==> config.mk <==
export PLATFORM = sky130hd
export DESIGN_NAME = lcd_field_arbiter
export DESIGN_NICKNAME = d
export VERILOG_FILES = /design/src/rtl/lcd_field_arbiter.sv
export SDC_FILE = /design/constraint.sdc
export NUM_CORES = 1
export LEC_CHECK = 0
export CAP_MARGIN = 20
export CORE_MARGIN = 5
export CORE_UTILIZATION = 33
export CTS_CLUSTER_SIZE = 40
export DETAILED_ROUTE_END_ITERATION = 10
export GPL_TIMING_DRIVEN = 0
export PLACE_DENSITY = 0.6
export SLEW_MARGIN = 20
export SYNTH_ARGS = -nofsm -noshare
export SYNTH_HDL_FRONTEND = slang
export SYNTH_SLANG_ARGS = --single-unit
==> constraint.sdc <==
create_clock -name clk -period 3.48 [get_ports clk]
set_input_delay 0.696 -clock clk [delete_from_list [all_inputs] [get_ports clk]]
set_output_delay 0.696 -clock clk [all_outputs]
set_load 0.02 [all_outputs]
==> src/rtl/lcd_field_arbiter.sv <==
`timescale 1ns/1ps
`default_nettype none
// ============================================================================
// Module  : lcd_field_arbiter
// Purpose : Shares one character-LCD command channel between three display
//           fields (WAVE, RATE, DEPTH). Each field keeps a copy of what is
//           currently on the glass. A field whose input no longer matches
//           that copy is granted in round-robin order and repainted as one
//           DDRAM address byte followed by its characters.
// Ports   : clk        - single clock
//           rst        - asynchronous active-high reset
//           lcd_ready  - driver initialisation done; gates new grants
//           shape[2:0] - waveform select (WAVE field)
//           depth[2:0] - modulation depth (DEPTH field)
//           freq[7:0]  - rate in BPM (RATE field)
//           cmd_valid  - command byte offered to the LCD driver
//           cmd_ready  - driver accepts the byte (valid & ready = transfer)
//           cmd_rs     - 0 instruction, 1 character data
//           cmd_data   - command byte
//           grant[2:0] - one-hot active field: bit0 WAVE, bit1 RATE, bit2 DEPTH
//           busy       - high whenever the FSM is not IDLE
// Build   : define LCD_ARB_REFRESH_EN to add a periodic full repaint every
//           REFRESH_CYCLES clocks; without it no refresh counter exists.
// Rev     : 1.0 - initial release
// ============================================================================
module lcd_field_arbiter #(
    parameter logic [6:0]  WAVE_ADDR      = 7'h46,
    parameter logic [6:0]  RATE_ADDR      = 7'h16,
    parameter logic [6:0]  DEPTH_ADDR     = 7'h56,
    parameter int unsigned REFRESH_CYCLES = 50_000_000
) (
    input  logic       clk,
    input  logic       rst,
    input  logic       lcd_ready,
    input  logic [2:0] shape,
    input  logic [2:0] depth,
    input  logic [7:0] freq,
    output logic       cmd_valid,
    input  logic       cmd_ready,
    output logic       cmd_rs,
    output logic [7:0] cmd_data,
    output logic [2:0] grant,
    output logic       busy
);

    typedef enum logic [1:0] {
        IDLE  = 2'd0,
        ADDR  = 2'd1,
        CHARS = 2'd2
    } state_t;

    state_t     state;

    // Copies of what is currently painted, plus a valid bit per field.
    logic [2:0] shown_wave;
    logic [7:0] shown_rate;
    logic [2:0] shown_depth;
    logic [2:0] shown_valid;

    // Field index where the next round-robin search starts (0 WAVE .. 2 DEPTH).
    logic [1:0] rr_ptr;

    // Index of the next character to load into cmd_data.
    logic [2:0] idx;

    logic [2:0] pending;
    logic       sel_found;
    logic [1:0] sel_field;
    logic [2:0] sel_mask;
    logic [6:0] sel_addr;
    logic [7:0] next_char;
    logic [2:0] field_len;
    logic [3:0] rate_hund;
    logic [3:0] rate_tens;
    logic [3:0] rate_ones;
    logic       refresh_clear;
    logic       xfer;

    assign xfer = cmd_valid & cmd_ready;
    assign busy = (state != IDLE);

    assign pending[0] = !shown_valid[0] || (shape != shown_wave);
    assign pending[1] = !shown_valid[1] || (freq  != shown_rate);
    assign pending[2] = !shown_valid[2] || (depth != shown_depth);

    // ------------------------------------------------------------------------
    // Round-robin pick: first pending field starting at rr_ptr.
    // ------------------------------------------------------------------------
    always_comb begin
        logic [1:0] cand;
        sel_found = 1'b0;
        sel_field = 2'd0;
        cand      = rr_ptr;
        for (int k = 0; k < 3; k++) begin
            if (!sel_found && pending[cand]) begin
                sel_found = 1'b1;
                sel_field = cand;
            end
            cand = (cand == 2'd2) ? 2'd0 : cand + 2'd1;
        end
    end

    assign sel_mask = 3'b001 << sel_field;

    always_comb begin
        case (sel_field)
            2'd0:    sel_addr = WAVE_ADDR;
            2'd1:    sel_addr = RATE_ADDR;
            default: sel_addr = DEPTH_ADDR;
        endcase
    end

    // ------------------------------------------------------------------------
    // Character generation from the snapshot (never from live inputs), so an
    // input change mid-write cannot corrupt the field being painted.
    // ------------------------------------------------------------------------
    function automatic logic [7:0] wave_char(input logic [2:0] sel, input logic [2:0] i);
        logic [47:0] s;
        case (sel)
            3'd0:    s = "SINE  ";
            3'd1:    s = "SQUARE";
            3'd2:    s = "TRI   ";
            3'd3:    s = "SAW   ";
            3'd4:    s = "RAMP  ";
            3'd5:    s = "NOISE ";
            default: s = "------";
        endcase
        case (i)
            3'd0:    return s[47:40];
            3'd1:    return s[39:32];
            3'd2:    return s[31:24];
            3'd3:    return s[23:16];
            3'd4:    return s[15:8];
            3'd5:    return s[7:0];
            default: return 8'h20;
        endcase
    endfunction

    assign rate_hund = 4'(shown_rate / 8'd100);
    assign rate_tens = 4'((shown_rate / 8'd10) % 8'd10);
    assign rate_ones = 4'(shown_rate % 8'd10);

    always_comb begin
        next_char = 8'h20;
        field_len = 3'd0;
        case (grant)
            3'b001: begin
                field_len = 3'd6;
                next_char = wave_char(shown_wave, idx);
            end
            3'b010: begin
                field_len = 3'd3;
                case (idx)
                    3'd0:    next_char = (rate_hund == 4'd0) ? 8'h20 : {4'h3, rate_hund};
                    3'd1:    next_char = (rate_hund == 4'd0 && rate_tens == 4'd0)
                                         ? 8'h20 : {4'h3, rate_tens};
                    default: next_char = {4'h3, rate_ones};
                endcase
            end
            3'b100: begin
                field_len = 3'd7;
                next_char = (idx < shown_depth) ? 8'hDB : 8'h20;
            end
            default: begin
                field_len = 3'd0;
                next_char = 8'h20;
            end
        endcase
    end

    // ------------------------------------------------------------------------
    // Optional periodic repaint.
    // ------------------------------------------------------------------------
`ifdef LCD_ARB_REFRESH_EN
    localparam int unsigned REFRESH_W = (REFRESH_CYCLES > 1) ? $clog2(REFRESH_CYCLES) : 1;
    localparam logic [REFRESH_W-1:0] REFRESH_LAST = REFRESH_W'(REFRESH_CYCLES - 1);

    logic [REFRESH_W-1:0] refresh_cnt;

    always_ff @(posedge clk or posedge rst) begin
        if (rst) begin
            refresh_cnt <= '0;
        end else if (refresh_cnt == REFRESH_LAST) begin
            refresh_cnt <= '0;
        end else begin
            refresh_cnt <= refresh_cnt + 1'b1;
        end
    end

    assign refresh_clear = (refresh_cnt == REFRESH_LAST);
`else
    // REFRESH_CYCLES has no effect in this build; it stays in the parameter
    // list so both builds share one instantiation.
    assign refresh_clear = 1'b0 & (REFRESH_CYCLES == 0);
`endif

    // ------------------------------------------------------------------------
    // Main FSM with registered outputs.
    // ------------------------------------------------------------------------
    always_ff @(posedge clk or posedge rst) begin
        if (rst) begin
            state       <= IDLE;
            cmd_valid   <= 1'b0;
            cmd_rs      <= 1'b0;
            cmd_data    <= 8'h00;
            grant       <= 3'b000;
            idx         <= 3'd0;
            rr_ptr      <= 2'd0;
            shown_wave  <= 3'd0;
            shown_rate  <= 8'd0;
            shown_depth <= 3'd0;
            shown_valid <= 3'b000;
        end else begin
            case (state)
                IDLE: begin
                    if (lcd_ready && sel_found) begin
                        state       <= ADDR;
                        grant       <= sel_mask;
                        shown_valid <= shown_valid | sel_mask;
                        rr_ptr      <= (sel_field == 2'd2) ? 2'd0 : sel_field + 2'd1;
                        if (sel_mask[0]) shown_wave  <= shape;
                        if (sel_mask[1]) shown_rate  <= freq;
                        if (sel_mask[2]) shown_depth <= depth;
                        idx         <= 3'd0;
                        cmd_valid   <= 1'b1;
                        cmd_rs      <= 1'b0;
                        cmd_data    <= {1'b1, sel_addr};
                    end
                end

                ADDR: begin
                    if (xfer) begin
                        state    <= CHARS;
                        cmd_rs   <= 1'b1;
                        cmd_data <= next_char;
                        idx      <= idx + 3'd1;
                    end
                end

                CHARS: begin
                    if (xfer) begin
                        if (idx == field_len) begin
                            // Last character just went out.
                            state     <= IDLE;
                            cmd_valid <= 1'b0;
                            cmd_rs    <= 1'b0;
                            cmd_data  <= 8'h00;
                            grant     <= 3'b000;
                            idx       <= 3'd0;
                        end else begin
                            cmd_data <= next_char;
                            idx      <= idx + 3'd1;
                        end
                    end
                end

                default: begin
                    state     <= IDLE;
                    cmd_valid <= 1'b0;
                    cmd_rs    <= 1'b0;
                    cmd_data  <= 8'h00;
                    grant     <= 3'b000;
                    idx       <= 3'd0;
                end
            endcase

            // A refresh that coincides with a grant wins; that field is simply
            // painted once more afterwards.
            if (refresh_clear) begin
                shown_valid <= 3'b000;
            end
        end
    end

endmodule
`default_nettype wire

# Yosys cells after proc, flatten, opt, wreduce, memory -nomap -nowiden

Index checks and enable logic that the tools add are counted.
Widths: inputs -> output; s select.

Output and inout port bits: 14
Input bits: 18
Flip-flop bits (word level): 37
Word-level logic and storage cells: 130

Reduce and logical (&&, ||, !) cells: 26
Equal/unequal tests: 27
Divide/modulo/power cells: 4
Bitwise logic cells: 3
$lt $le $gt $ge: 4
Mux-type cells: 50
Shift-type cells: 1
Add/sub/neg operators: 4

Operators with widths:

| cell                | count |
|---|---|
| $pmux 47 s6         | 1 |
| $pmux 8 s3          | 2 |
| $pmux 8 s6          | 1 |
| $mux 8              | 5 |
| $pmux 3 s3          | 3 |
| $mux 3              | 7 |
| $mux 2              | 10 |
| $mod 8x4->8 const B | 2 |
| $eq 3x2->1 const B  | 5 |
| $eq 3x3->1 const B  | 5 |
| $pmux 7 s2          | 1 |
| $reduce_and 3->1    | 4 |
| $mux 1              | 11 |
| $mux 5              | 2 |
| $pmux 5 s2          | 1 |
| $eq 3x1->1 const B  | 3 |
| $lt 2x3->1 const B  | 3 |
| $div 8x4->8 const B | 1 |
| $div 8x7->8 const B | 1 |
| $eq 2x2->1 const B  | 4 |
| $logic_not 4->1     | 2 |
| $ne 2x2->1 const B  | 4 |
| $ne 8x8->1          | 1 |
| $reduce_and 4->1    | 2 |
| 20 further kinds    | 38 |

# Depth between registers and ports, before layout

Word-level depth: 15
Mapped depth: 17

# Worst setup path after synthesis

Ideal clock, no wire load.

Kind: register -> register
Start: register shown_rate[3]
End: register cmd_data[1]
Stages on the path, launching flop included: 13
Path slack: 0.545 ns
Data required time: 3.344 ns
Arrival: 2.798 ns
Period minus slack after synthesis: 2.935 ns
Path through: dfrtp_1 > clkbuf_1 > clkbuf_1 > a21o_1 > o221a_2 > inv_1 > ha_1 > o41a_1 > a31oi_1 > o21ai_0 > and3_1 > a2111oi_0 > o21ai_0

Cells in the longest elaborated chain, start to end: 14
Elaborated cells on any way between the ends: 33
Those cells by class: div: 4; eq/ne: 2; mux: 17; reduce/logical: 10

Ends and longest elaborated chain:

| item                                                 | RTL line | source |
|---|---|---|
| from (decl)                                          | 56       | `logic [7:0] shown_rate;` |
| from (signal assigned)                               | 222      | `if (sel_mask[1]) shown_rate <= freq;` |
| branches (longest 14 deep; another with $div 8x4->8) | -        |  |
| to (signal assigned)                                 | 227      | `cmd_data <= {1'b1, sel_addr};` |
| to (signal assigned)                                 | 235      | `cmd_data <= next_char;` |
| to (signal assigned)                                 | 251      | `cmd_data <= next_char;` |
| to (decl)                                            | 41       | `output logic [7:0] cmd_data,` |

Parallel ways; which one is timed is not known. The select of a mux whose other input is x is not followed.
A chain may end at the register's enable or synchronous reset.

# Final worst setup path

Start: register shown_rate[7]
End: register cmd_data[1]

The elaborated chain is that of the path after synthesis.

==> out/results.ini <==
[global_routing]
grt_pass1_vias=3014
grt_pass1_wl_um=14700
grt_max_degree=28
grt_antenna_before_repair=0
gr-total-overflow=0
track_usage=0.155

[clocking]
insertion_delay_ns=0.30
cts_buffers=5
cts-root-buf=clkbuf_8
cts.clk_slew.worst_paths_ns=0.08
postCtsHoldBufs=0
cts_buffer_depth=2
cts_setup_buffers=0
htreeDepth=2
clock_sinks=36
cts_tree=built

[floorplanning]
initial_core_util=0.333
rows=36
io_pins=32
die-area_sq_mm=0.0118
die_h_um=108
fp.dieW_um=108
coreArea_sq_mm=0.00959

[setup_path]
required_ns=3.64
crit_path_end_kind=register
crit_type=reg2reg
cp.arrival_ns=3.47
cp-start-kind=register
cp_max_fo=10

[route]
drt-pass1-iter-count=4
drtAntennaViolNets=0
routed_wl_um=8630
drcViolationCount=0
drt-initial-drc-count=179
via_count=3020
wl_per_cell_um=15.3
viasPerCell=5.35

[yosys]
async_flop_share=1.00
syn_inst=392
synth_largest_area_cell=dfrtp_1
synth.top_cells.by_count=nand2_1 (38), dfrtp_1 (36), nor2_1 (32)
synth_area_sq_mm=0.00320
synth_warnings=0
yosysMostFrequentCell=nand2_1
avgSynthCellArea_sq_um=8.16
ys_seq_area_frac=0.282
netlist.area_leader.share=0.282
synth_enable_flop_cells=0
syn-num-nets=425
ys_ff_latch=36
yosysUniqueCellTypes=61
synthTopCellsByArea=dfrtp_1 (28%), mux2_2 (6.0%), ha_1 (5.9%)
synth-main-ff-cell=dfrtp_1

[status]
status=finished clean

[power]
swShare=0.504
power_frac_clock=0.075
powerDensity_mw_per_mm2=1050
p_int_mw=1.99
vdd_drop_max_mv=0.436
p_leak_nw=1.55
seqPwrFrac=0.189
finalPower_mw=4.01
combinationalPowerShare=0.735
p_sw_mw=2.02

[place]
placed_area_sq_mm=0.00369
gp_congestion=0.860
place_ws_ns=-0.324
portBuffers=31
hpwl_um=6540

[sta]
relSlewSlack=0.410
finalCritPeriodShare=0.953
hold_violations=0
drv_slew=0
max_freq_mhz=301
max_slew.worst_pin.slew_ns=0.879
setup_violations=0
finalCriticalPeriod_ns=3.32
rsz0062_at_grt=yes
worst_slack_ns=0.163
fin_skew_ns=0.00798

[job]
maxCapViolations=0

[min_path]
hold_class=reg2reg

[finish]
fillers=1003
fin_area_sq_mm=0.00381
fin_nets=463
final_util=0.397
drive_above_1_share=0.121
areaGrowthSynthToFinish_pct=19.1
diodes=0

==> cells in the final DEF (no fill, tap or decap), drive strengths merged, types with 3 or more instances in the layout <==
cell           synthesis  final
o21ai                 33     33
o221ai                 4      4
clkbuf                17     23
a221oi                 6      6
xnor2                  9      9
o31ai                  4      4
nor4                   3      3
buf                    7      8
a21o                   8      8
a31oi                  6      6
nand4                  4      4
a22oi                  4      4
ha                    15     15
mux2                  19     19
nor3b                  3      3
nand2b                12     12
o32ai                  3      3
nor2b                  9      9
a21oi                 19     19
inv                   20     20
nand2                 38     38
or2                    6      6
o21a                   3      3
nor2                  32     32
mux2i                  3      3
a2111oi                3      3
a211oi                 5      5
dfrtp                 36     36
nor3                  10     10
xor2                   9      9
nand3                  7      7
o211ai                 8      8
clkdlybuf4s50          0     31
==> layout make-up <==
type	instances	area, sq um	area share
repair buffers	32	330	0.0868
clock buffers	7	76.3	0.0200
multi-input cells	311	2140	0.561
clock inverters	1	8.76	0.00230
inverters	21	78.8	0.0207
well taps	133	166	0.0437
flip-flops and latches	36	901	0.237
plain buffers	23	109	0.0286
==> power by group through the flow <==
stage	logic (mW)	registers, mW	clock network (mW)
floorplan	2.15	0.779	0
global placement	2.85	0.747	0
detailed placement	2.89	0.751	0
CTS	2.92	0.744	0.316
global route	3.27	0.792	0.342
finish	2.95	0.758	0.302
==> cells by family (layout without fill, tap and decap cells) <==
| family | count (synthesis) | count (layout) | synth area share |
|---|---|---|---|
| simple gates | 132 | 132 | 0.204 |
| xor+xnor | 18 | 18 | 0.0493 |
| mux | 22 | 22 | 0.0787 |
| buf+inv | 45 | 84 | 0.0587 |
| compound gates | 124 | 124 | 0.269 |
| flops | 36 | 36 | 0.282 |
| fa+ha+maj | 15 | 15 | 0.0587 |
==> sequential cells by signal, indices dropped and copies added (netlist names) <==
signal / count
cmd_data: 8
cmd_rs: 1
cmd_valid: 1
grant: 3
idx: 3
rr_ptr: 2
shown_depth: 3
shown_rate: 8
shown_valid: 3
shown_wave: 3
state: 1
==> stage by stage <==
stage | instances | TNS [ns] | hold slack (ns)
finish | 564 | 0 | 0.458
global route | 564 | -0.0576 | 0.496
CTS | 565 | 0 | 0.469
detailed placement | 557 | -2.36 | 0.446
global placement | 556 | -2.46 | 0.450
floorplan | 392 | 0 | 0.426
==> final timing paths <==
| path | cells after the start | slack, ns | startpoint | to |
|---|---|---|---|---|
| worst max-delay path | 15 | 0.16 | shown_rate[7]$_DFFE_PP0P_ | cmd_data[1]$_DFFE_PP0P_ |
| worst min-delay path | 1 | 0.46 | shown_valid[2]$_DFFE_PP0P_ | shown_valid[2]$_DFFE_PP0P_ |
| worst max register to register | 15 | 0.16 | shown_rate[7]$_DFFE_PP0P_ | cmd_data[1]$_DFFE_PP0P_ |
| worst min register to register | 1 | 0.46 | shown_valid[2]$_DFFE_PP0P_ | shown_valid[2]$_DFFE_PP0P_ |
| max in group asynchronous | 3 | 2.43 | rst | cmd_data[1]$_DFFE_PP0P_ |
| min in group asynchronous | 2 | 0.63 | rst | shown_rate[7]$_DFFE_PP0P_ |
==> critical path, stage by stage (launching register included) <==
cell and delay [ns]:
dfrtp_1 0.36, buf_4 0.17, nand2b_2 0.08, buf_6 0.13, nor2_1 0.05, a211oi_1 0.23
o221a_2 0.30, ha_1 0.20, o21a_1 0.13, nor2_1 0.04, o41a_1 0.40, a31oi_1 0.25
o21ai_0 0.13, and3_1 0.19, a2111oi_1 0.36, o21ai_0 0.16
==> repair_timing <==
item                                    CTS  global route
cloned                                    0             0
resized for setup                         2            10
pin swaps                                 0             1
endpoints found under the setup margin    2            13
==> layer usage <==
metal | vias up | part of all wire | GRT usage
met5 | - | 0 | 0
met4 | 0 | 0.017 | 0.0406
met3 | 15 | 0.041 | 0.0269
met2 | 65 | 0.48 | 0.265
met1 | 1439 | 0.46 | 0.202
li1 | 1501 | - | -
No activity file was read; power rests on OpenSTA's default activity.
